<file path="src/rtl/pid_sched.sv">
// Scheduler that time-multiplexes one PID compute core across NCH channels.
// A periodic tick starts an ascending scan of the enabled channels; results are republished per channel.
module pid_sched #(
    parameter int NCH      = 4,
    parameter int DW       = 8,
    parameter int TICK_DIV = 1000,
    parameter int TIMEOUT  = 16
) (
    input  logic                       clk,
    input  logic                       rst,
    input  logic                       cfg_we,
    input  logic [$clog2(NCH)-1:0]     cfg_ch,
    input  logic signed [DW-1:0]       cfg_kp,
    input  logic signed [DW-1:0]       cfg_ki,
    input  logic [NCH-1:0]             ch_en,
    input  logic [NCH*DW-1:0]          ref_i,
    input  logic [NCH*DW-1:0]          meas_i,
    output logic                       pid_start,
    output logic [$clog2(NCH)-1:0]     pid_ch,
    output logic signed [DW-1:0]       pid_ref,
    output logic signed [DW-1:0]       pid_meas,
    output logic signed [DW-1:0]       pid_kp,
    output logic signed [DW-1:0]       pid_ki,
    input  logic                       pid_done,
    input  logic signed [DW-1:0]       pid_out,
    output logic                       out_valid,
    output logic [$clog2(NCH)-1:0]     out_ch,
    output logic signed [DW-1:0]       out_val,
    output logic                       busy,
    output logic                       overrun,
    output logic [NCH-1:0]             fault,
    input  logic                       err_clr
);

    localparam int CW = $clog2(NCH);
    localparam int TW = $clog2(TIMEOUT + 1);
    localparam int KW = $clog2(TICK_DIV);

    typedef enum logic [1:0] {
        S_IDLE,
        S_SCAN,
        S_ISSUE,
        S_WAIT
    } state_t;

    state_t                r_state;
    state_t                w_state_nxt;

    logic [KW-1:0]         r_tick_cnt;
    logic                  w_tick;

    logic [NCH-1:0]        r_mask;
    logic [CW-1:0]         r_sel;
    logic [CW-1:0]         w_low;
    logic [TW-1:0]         r_tmo_cnt;

    logic signed [DW-1:0]  r_kp [NCH];
    logic signed [DW-1:0]  r_ki [NCH];
    logic [DW-1:0]         w_ref  [NCH];
    logic [DW-1:0]         w_meas [NCH];
    logic                  w_cfg_ok;

    logic                  r_pid_start;
    logic [CW-1:0]         r_pid_ch;
    logic signed [DW-1:0]  r_pid_ref;
    logic signed [DW-1:0]  r_pid_meas;
    logic signed [DW-1:0]  r_pid_kp;
    logic signed [DW-1:0]  r_pid_ki;
    logic                  r_out_valid;
    logic [CW-1:0]         r_out_ch;
    logic signed [DW-1:0]  r_out_val;
    logic                  r_overrun;
    logic [NCH-1:0]        r_fault;

    logic                  w_busy;
    logic                  w_latch;
    logic                  w_sel;
    logic                  w_issue;
    logic                  w_done;
    logic                  w_timeout;
    logic                  w_ovr_set;

    // Sample tick: asserted in the cycle the counter wraps back to zero.
    assign w_tick = (r_tick_cnt == KW'(TICK_DIV - 1));

    always_ff @(posedge clk) begin
        if (rst) begin
            r_tick_cnt <= '0;
        end else if (w_tick) begin
            r_tick_cnt <= '0;
        end else begin
            r_tick_cnt <= r_tick_cnt + KW'(1);
        end
    end

    always_comb begin
        for (int unsigned k = 0; k < NCH; k++) begin
            w_ref[k]  = ref_i[k*DW +: DW];
            w_meas[k] = meas_i[k*DW +: DW];
        end
    end

    always_comb begin
        w_low = '0;
        for (int unsigned i = NCH; i > 0; i--) begin
            if (r_mask[i-1]) begin
                w_low = CW'(i - 1);
            end
        end
    end

    always_ff @(posedge clk) begin
        if (rst) begin
            r_state <= S_IDLE;
        end else begin
            r_state <= w_state_nxt;
        end
    end

    // A done in the final WAIT cycle wins over the timeout.
    always_comb begin
        w_state_nxt = r_state;
        case (r_state)
            S_IDLE:  if (w_tick && (ch_en != '0)) w_state_nxt = S_SCAN;
            S_SCAN:  w_state_nxt = (r_mask == '0) ? S_IDLE : S_ISSUE;
            S_ISSUE: w_state_nxt = S_WAIT;
            S_WAIT:  if (pid_done || (r_tmo_cnt == TW'(1))) w_state_nxt = S_SCAN;
            default: w_state_nxt = S_IDLE;
        endcase
    end

    always_comb begin
        w_busy    = (r_state != S_IDLE);
        w_latch   = (r_state == S_IDLE) && w_tick;
        w_sel     = (r_state == S_SCAN);
        w_issue   = (r_state == S_ISSUE);
        w_done    = (r_state == S_WAIT) && pid_done;
        w_timeout = (r_state == S_WAIT) && !pid_done && (r_tmo_cnt == TW'(1));
        w_ovr_set = (r_state != S_IDLE) && w_tick;
    end

    always_ff @(posedge clk) begin
        if (rst) begin
            r_mask    <= '0;
            r_sel     <= '0;
            r_tmo_cnt <= '0;
        end else begin
            if (w_latch) begin
                r_mask <= ch_en;
            end
            if (w_sel) begin
                r_sel <= w_low;
            end
            if (w_issue) begin
                r_mask[r_sel] <= 1'b0;
                r_tmo_cnt     <= TW'(TIMEOUT);
            end else if (r_state == S_WAIT) begin
                r_tmo_cnt <= r_tmo_cnt - TW'(1);
            end
        end
    end

    // Operands read the bank before a same-edge write lands, so ISSUE sees old gains.
    always_ff @(posedge clk) begin
        if (rst) begin
            r_pid_start <= 1'b0;
            r_pid_ch    <= '0;
            r_pid_ref   <= '0;
            r_pid_meas  <= '0;
            r_pid_kp    <= '0;
            r_pid_ki    <= '0;
        end else begin
            r_pid_start <= w_issue;
            if (w_issue) begin
                r_pid_ch   <= r_sel;
                r_pid_ref  <= w_ref[r_sel];
                r_pid_meas <= w_meas[r_sel];
                r_pid_kp   <= r_kp[r_sel];
                r_pid_ki   <= r_ki[r_sel];
            end
        end
    end

    always_ff @(posedge clk) begin
        if (rst) begin
            r_out_valid <= 1'b0;
            r_out_ch    <= '0;
            r_out_val   <= '0;
        end else begin
            r_out_valid <= w_done;
            if (w_done) begin
                r_out_ch  <= r_pid_ch;
                r_out_val <= pid_out;
            end
        end
    end

    always_ff @(posedge clk) begin
        if (rst) begin
            r_overrun <= 1'b0;
            r_fault   <= '0;
        end else if (err_clr) begin
            r_overrun <= 1'b0;
            r_fault   <= '0;
        end else begin
            if (w_ovr_set) begin
                r_overrun <= 1'b1;
            end
            if (w_timeout) begin
                r_fault[r_pid_ch] <= 1'b1;
            end
        end
    end

    assign w_cfg_ok = cfg_we && (int'(cfg_ch) < NCH);

    always_ff @(posedge clk) begin
        if (rst) begin
            for (int unsigned k = 0; k < NCH; k++) begin
                r_kp[k] <= '0;
                r_ki[k] <= '0;
            end
        end else if (w_cfg_ok) begin
            r_kp[cfg_ch] <= cfg_kp;
            r_ki[cfg_ch] <= cfg_ki;
        end
    end

    assign pid_start = r_pid_start;
    assign pid_ch    = r_pid_ch;
    assign pid_ref   = r_pid_ref;
    assign pid_meas  = r_pid_meas;
    assign pid_kp    = r_pid_kp;
    assign pid_ki    = r_pid_ki;
    assign out_valid = r_out_valid;
    assign out_ch    = r_out_ch;
    assign out_val   = r_out_val;
    assign busy      = w_busy;
    assign overrun   = r_overrun;
    assign fault     = r_fault;

endmodule

</file>
<file path="config.mk">
export PLATFORM = sky130hd
export DESIGN_NAME = pid_sched
export DESIGN_NICKNAME = d
export VERILOG_FILES = /design/src/rtl/pid_sched.sv
export SDC_FILE = /design/constraint.sdc
export NUM_CORES = 1
export LEC_CHECK = 0
export ABC_AREA = 1
export BUFFER_PORTS_ARGS = -buffer_cell sky130_fd_sc_hd__buf_2
export CAP_MARGIN = 30
export CORE_ASPECT_RATIO = 1.75
export CORE_MARGIN = 5
export CORE_UTILIZATION = 25
export DETAILED_ROUTE_END_ITERATION = 8
export PLACE_DENSITY = 0.52
export SLEW_MARGIN = 0
export SYNTH_ARGS = -nofsm -noshare
export SYNTH_HDL_FRONTEND = slang
export SYNTH_SLANG_ARGS = --single-unit
</file>
<file path="constraint.sdc">
create_clock -name clk -period 1.7 [get_ports clk]
set_clock_uncertainty 0.15 [all_clocks]
set_input_delay 0.255 -clock clk [delete_from_list [all_inputs] [get_ports clk]]
set_output_delay 0.255 -clock clk [all_outputs]
set_load 0.05 [all_outputs]
</file>
* Word level (Yosys, flattened, before mapping)
Memories as Yosys holds them, arrays and structs flattened. A register that Yosys moved wholly into a read port is not among the register bits. Index checks and enable logic that the tools add are counted. W data, S select, Z words.
Operators by class: add/sub/neg operators 2, multiplexer cells 34, equality and inequality tests 7, reduce and logical (&&, ||, !) cells 21, bitwise operators 4, order comparisons 5
Operators with widths (number):
- $mux W8 | 6
- $bmux W8 S2 | 2
- $mux W2 | 9
- $reduce_or A8 Y1 | 2
- $mux W4 | 3
- $add A10 B1 Y10 const B | 1
- $eq A10 B10 Y1 const B | 1
- $mux W5 | 2
- $mux W1 | 9
- $logic_and A1 B1 Y1 | 8
- $pmux W2 S4 | 1
- $lt A2 B3 Y1 const B | 2
- $reduce_or A2 Y1 | 3
- $eq A5 B1 Y1 const B | 1
- $sub A5 B1 Y5 const B | 1
- $and A4 B4 Y4 | 1
- $demux W1 S2 | 2
- $eq A2 B2 Y1 const B | 2
- $ge A2 B1 Y1 const B | 2
- $logic_not A4 Y1 | 1
- $ne A2 B2 Y1 const B | 2
- $not A4 Y4 | 1
- $or A4 B4 Y4 | 1
- $reduce_bool A2 Y1 | 2
- 8 further kinds | 8
Word-level totals: memories 2, logic and storage cells 90, RAM bits 64, bits of input ports 99, bits in registers 58, output and inout bits 52
Memory list:
- r_ki | words 4, width 8, read ports 1, clocked after Yosys merged registers in 1, write ports 4, RTL line 58 | logic signed [DW-1:0] r_ki [NCH];
- r_kp | words 4, width 8, read ports 1, clocked after Yosys merged registers in 1, write ports 4, RTL line 57 | logic signed [DW-1:0] r_kp [NCH];

* Longest topological paths before layout
word-level depth 7, gate-level depth with buffers 8, gate-level depth less buffers 8

* Worst setup path after synthesis
Ideal clock, no wire load.
kind in2reg, start input rst, end memory r_ki[0][0] (enable), library setup time 372 ps, stages on the path 7, data arrival time 1319 ps, path buffers 2, setup slack -140 ps, required time 1178 ps, cells stage by stage buf_6 nor2_4 inv_2 nor2_2 nand2_2 buf_2 nand2_1
RTL lines:
- from (decl) | RTL line 10 | input logic rst,
- to (decl) | RTL line 58

* Worst setup path after layout
start register r_state[0], end output busy
Between the ends: cells in the longest elaborated chain, start to end 1
RTL lines:
- from (decl) | RTL line 46 | state_t r_state;
- from (signal assigned) | RTL line 116 | r_state <= w_state_nxt;
- $reduce_bool A2 Y1 | RTL line 133 | w_busy = (r_state != S_IDLE);
- to (decl) | RTL line 29 | output logic busy,
No other way between the ends.

==> impl_metrics.csv <==
group,metric,value,unit
outcome,outcome,"completed",
power_and_ir_drop,seqPwrFrac,0.427,
clocking,clockBufferDepth,2,
critical_path,slowest_delay,0.37,ns
global_routing,globalRouteOverflowTotal,0,
clocking,cts_tree,"built",
layout,drive_above_1_share,0.280,
sta,min_period,1.64,ns
layout,antenna_cells,0,
critical_path,rr_worst_depth,7,
global_routing,globalRouteTotalUtil,0.125,
detailed_routing,drt_first_iter_violations,202,
synthesis,synth_nets,756,
clocking,cts_made_buffers,17,
layout,nets,938,
synthesis,synth_top_family_by_area,"simple AND/OR/NAND/NOR gates",
critical_path,required,1.29,ns
critical_path,r2r_start,"r_state[0]$_SDFFE_PP0P_",
placed_design,portBuffers,150,
synthesis,synth.avg_cell_area,9.00,µm²
die,dieArea,26600,µm²
synthesis,synth_cell_types,27,
synthesis,synth_cells,649,
critical_path,ff2ff_setup_slack,0.07,ns
clocking,htree_levels,4,
synthesis,syn_area,5840,µm²
detailed_routing,drc,0,
sta,fin_setup_tns,0,ns
die,dieHeight,212,µm
die,initial_utilization,0.251,
synthesis,synthTopCellsByArea,"edfxtp_1, dfxtp_1, nand2_1",
power_and_ir_drop,vdd_ir_drop_max,0.696,mV
synthesis,synth_xor_area_frac,0.00300,
layout,synthToLayoutAreaGrowth,35.5,%
critical_path,r2r_end,"pid_kp[1]$_SDFFE_PP0P_",
global_routing,grt_pass1_vias,4996,
hold_path,holdPathStages,4,
detailed_routing,vias,4998,
die,die_x,126,µm
die,row_count,74,
critical_path,worst-path-buf-inv,3,
global_routing,grt_max_degree,35,
detailed_routing,drtPass1Iterations,4,
critical_path,crit_path_end_kind,"primary output",
synthesis,synth_mux_area_frac,0,
sta,hold_viol_final,0,
clocking,clock_sinks,138,
job,drv_cap,0,
power_and_ir_drop,p_comb_frac,0.208,
power_and_ir_drop,switchingPower,0.00287,W
hold_path,min_from,"meas_i[10]",
clocking,cts-root-buf,"clkbuf_16",
sta,hold_ws,0.0158,ns
sta,setup_ws,0.0556,ns
power_and_ir_drop,power.static_leakage,3.39,nW
die,core_area,23200,µm²
detailed_routing,wl,17.1,mm
power_and_ir_drop,p_per_area,1180,nW/µm²
synthesis,synth_top_area_cell,"edfxtp_1",
synthesis,ys_async_sr_fraction,0,
critical_path,path_class,"reg2out",
synthesis,synth-edff-count,64,
placed_design,pre_cts_ws,0.0539,ns
synthesis,yosysTopAreaCellShare,0.329,
layout,fin_util,0.341,
hold_path,holdPathEnd,"pid_meas[2]$_SDFFE_PP0P_",
clocking,clkLatencyLatePin,0.41,ns
critical_path,crit_arrival,1.24,ns
sta,max_freq,0.608,GHz
detailed_routing,avgViaCountPerCell,4.35,
sta,final.period_utilization,0.967,
sta,rsz0062_at_grt,"yes",
power_and_ir_drop,p_int,0.00648,W
sta,maxSlewHeadroom,0.768,
sta,drv_slew,0,
detailed_routing,ant_nets,0,
sta,worst_slew_pin_slew,0.348,ns
critical_path,cp_slowest_cell,"dfxtp_4",
placed_design,place_congestion,0.775,
synthesis,ys_warn_count,0,
clocking,clkTransAtPathRegs,0.06,ns
critical_path,start_kind,"flip-flop",
synthesis,ys_ff_latch,138,
synthesis,synth-compound-area-share,0.0850,
synthesis,synthFlopType,"dfxtp_1",
hold_path,holdCritPathClass,"in2reg",
critical_path,cp_top_family,"flip-flops",
critical_path,critPathMaxFanout,5,
global_routing,grt_first_pass_wirelength,26.1,mm
synthesis,synth_fa_ha_area_frac,0.0171,
detailed_routing,wl_per_cell,14.9,µm
synthesis,ys_seq_area_frac,0.582,
critical_path,crit_chain,"inv_1 > ha_4 > inv_2 > buf_8",
synthesis,synthSimpleGateAreaFrac,0.252,
placed_design,hpwl,11.9,mm
sta,setup_viol,0,
die,io_pins,151,
power_and_ir_drop,switching_share,0.307,
power_and_ir_drop,clockPowerShare,0.365,
global_routing,antenna_found_initial,0,
-- cell usage after synthesis (2+ instances only) --
library cell,n
o22ai_1,2
buf_4,8
dfxtp_1,74
nand4_1,33
ha_1,8
nor3_1,2
inv_2,5
nor2_2,4
or2_2,2
o21ai_0,18
nor2_1,109
xor2_1,2
a21oi_1,20
edfxtp_1,64
nand2_1,169
clkbuf_1,3
nand3_1,19
a22o_1,32
nor2_4,4
buf_2,14
nand2_2,3
inv_1,49
-- flip-flops by register name, indices dropped and copies added, names as in the netlist --
name and flops:
r_state 2, r_tick_cnt 10, r_tmo_cnt 5, r_ki 32, fault 4, out_valid 1, pid_start 1, overrun 1
out_ch 2, pid_ki 8, pid_ch 2, pid_meas 8, out_val 8, r_sel 2, r_kp 32, pid_kp 8
pid_ref 8, r_mask 4
-- cell families after synthesis --
kind of cell / count (synthesis)
simple gates: 347
fa+ha+maj: 8
compound gates: 74
xor+xnor: 2
flops: 138
buf+inv: 80
-- metal layers --
| metal | routed length, µm | share of wire | vias up | global-route usage |
|---|---|---|---|---|
| met4 | 509 | 0.030 | 0 | 0.0621 |
| met3 | 733 | 0.043 | 28 | 0.0239 |
| li1 | - | - | 2522 | - |
| met2 | 9420 | 0.55 | 136 | 0.245 |
| met5 | 0 | 0 | - | 0 |
| met1 | 6390 | 0.37 | 2312 | 0.125 |
-- worst min-delay path, delay by kind of cell --
| kind | cells | cell delay, ns |
|---|---|---|
| AO/OA/AOI/OAI | 1 | 0.11 |
| AND/OR/NAND/NOR | 2 | 0.10 |
| buffers and inverters | 1 | 0.07 |
-- layout make-up --
cell class	count	area (µm²)
inverters	54	203
well taps	304	380
multi-input cells	431	2120
clock buffers	19	443
clock inverters	13	104
repair buffers	189	1250
fillers	2390	15300
flip-flops and latches	138	3410
-- cell usage in the layout, fill, tap and decap left out, types with 2 or more instances in the layout --
cell type / netlist / layout
dlygate4sd3_1: 0 / 13
nand4_1: 33 / 33
ha_1: 8 / 6
dfxtp_1: 74 / 72
edfxtp_1: 64 / 64
inv_2: 5 / 8
inv_1: 49 / 46
nand2_1: 169 / 168
clkbuf_16: 0 / 18
buf_2: 14 / 149
buf_4: 8 / 13
o22ai_1: 2 / 2
buf_12: 0 / 12
clkinv_2: 0 / 6
nand3_1: 19 / 19
a22o_1: 32 / 32
clkinvlp_4: 0 / 3
or2_2: 2 / 2
o21ai_0: 18 / 18
nor2_2: 4 / 5
xor2_1: 2 / 2
nand2_2: 3 / 4
nor2_1: 109 / 106
a21oi_1: 20 / 20
nor2_4: 4 / 6
-- power groups by stage --
stage | Sequential (W) | Clock (W) | Combinational (W)
2_1_floorplan | 0.00465 | 0 | 0.000600
3_3_place_gp | 0.00405 | 0 | 0.00184
3_5_place_dp | 0.00405 | 0 | 0.00185
4_1_cts | 0.00399 | 0.00350 | 0.00192
5_1_grt | 0.00403 | 0.00365 | 0.00208
6_report | 0.00399 | 0.00341 | 0.00194
-- worst max path at each step --
stage | depth (start not counted) | endpoint | slack, ns | start
floorplan | 7 | r_ki[0][0]$_SDFFCE_PN0P_ | -0.14 | rst
global placement | 6 | pid_meas[7]$_SDFFE_PP0P_ | 0.11 | r_state[0]$_SDFFE_PP0P_
detailed placement | 6 | pid_kp[1]$_SDFFE_PP0P_ | 0.05 | r_state[0]$_SDFFE_PP0P_
CTS | 4 | busy | 0.02 | r_state[1]$_SDFFE_PP0P_
global route | 6 | r_tick_cnt[6]$_SDFF_PP0_ | -0.02 | r_tick_cnt[0]$_SDFF_PP0_
finish | 4 | busy | 0.06 | r_state[0]$_SDFFE_PP0P_
-- what timing repair did --
item	CTS	global route
setup buffers	0	1
cloned	0	1
pin swaps	0	1
setup endpoints to repair	1	12
gates resized for setup	8	9
endpoints found under the hold margin	13	0
hold buffers	13	0
-- through the flow --
step / cells / total power, W / cell area (µm²)
after floorplan: 649 / 0.00525 / 5840
final: 1148 / 0.00934 / 7920
after detailed placement: 1101 / 0.00590 / 7160
after CTS: 1146 / 0.00941 / 7860
after global routing: 1148 / 0.00976 / 7920
after global placement: 1101 / 0.00589 / 7160
Power figures use the tool's default switching activity.
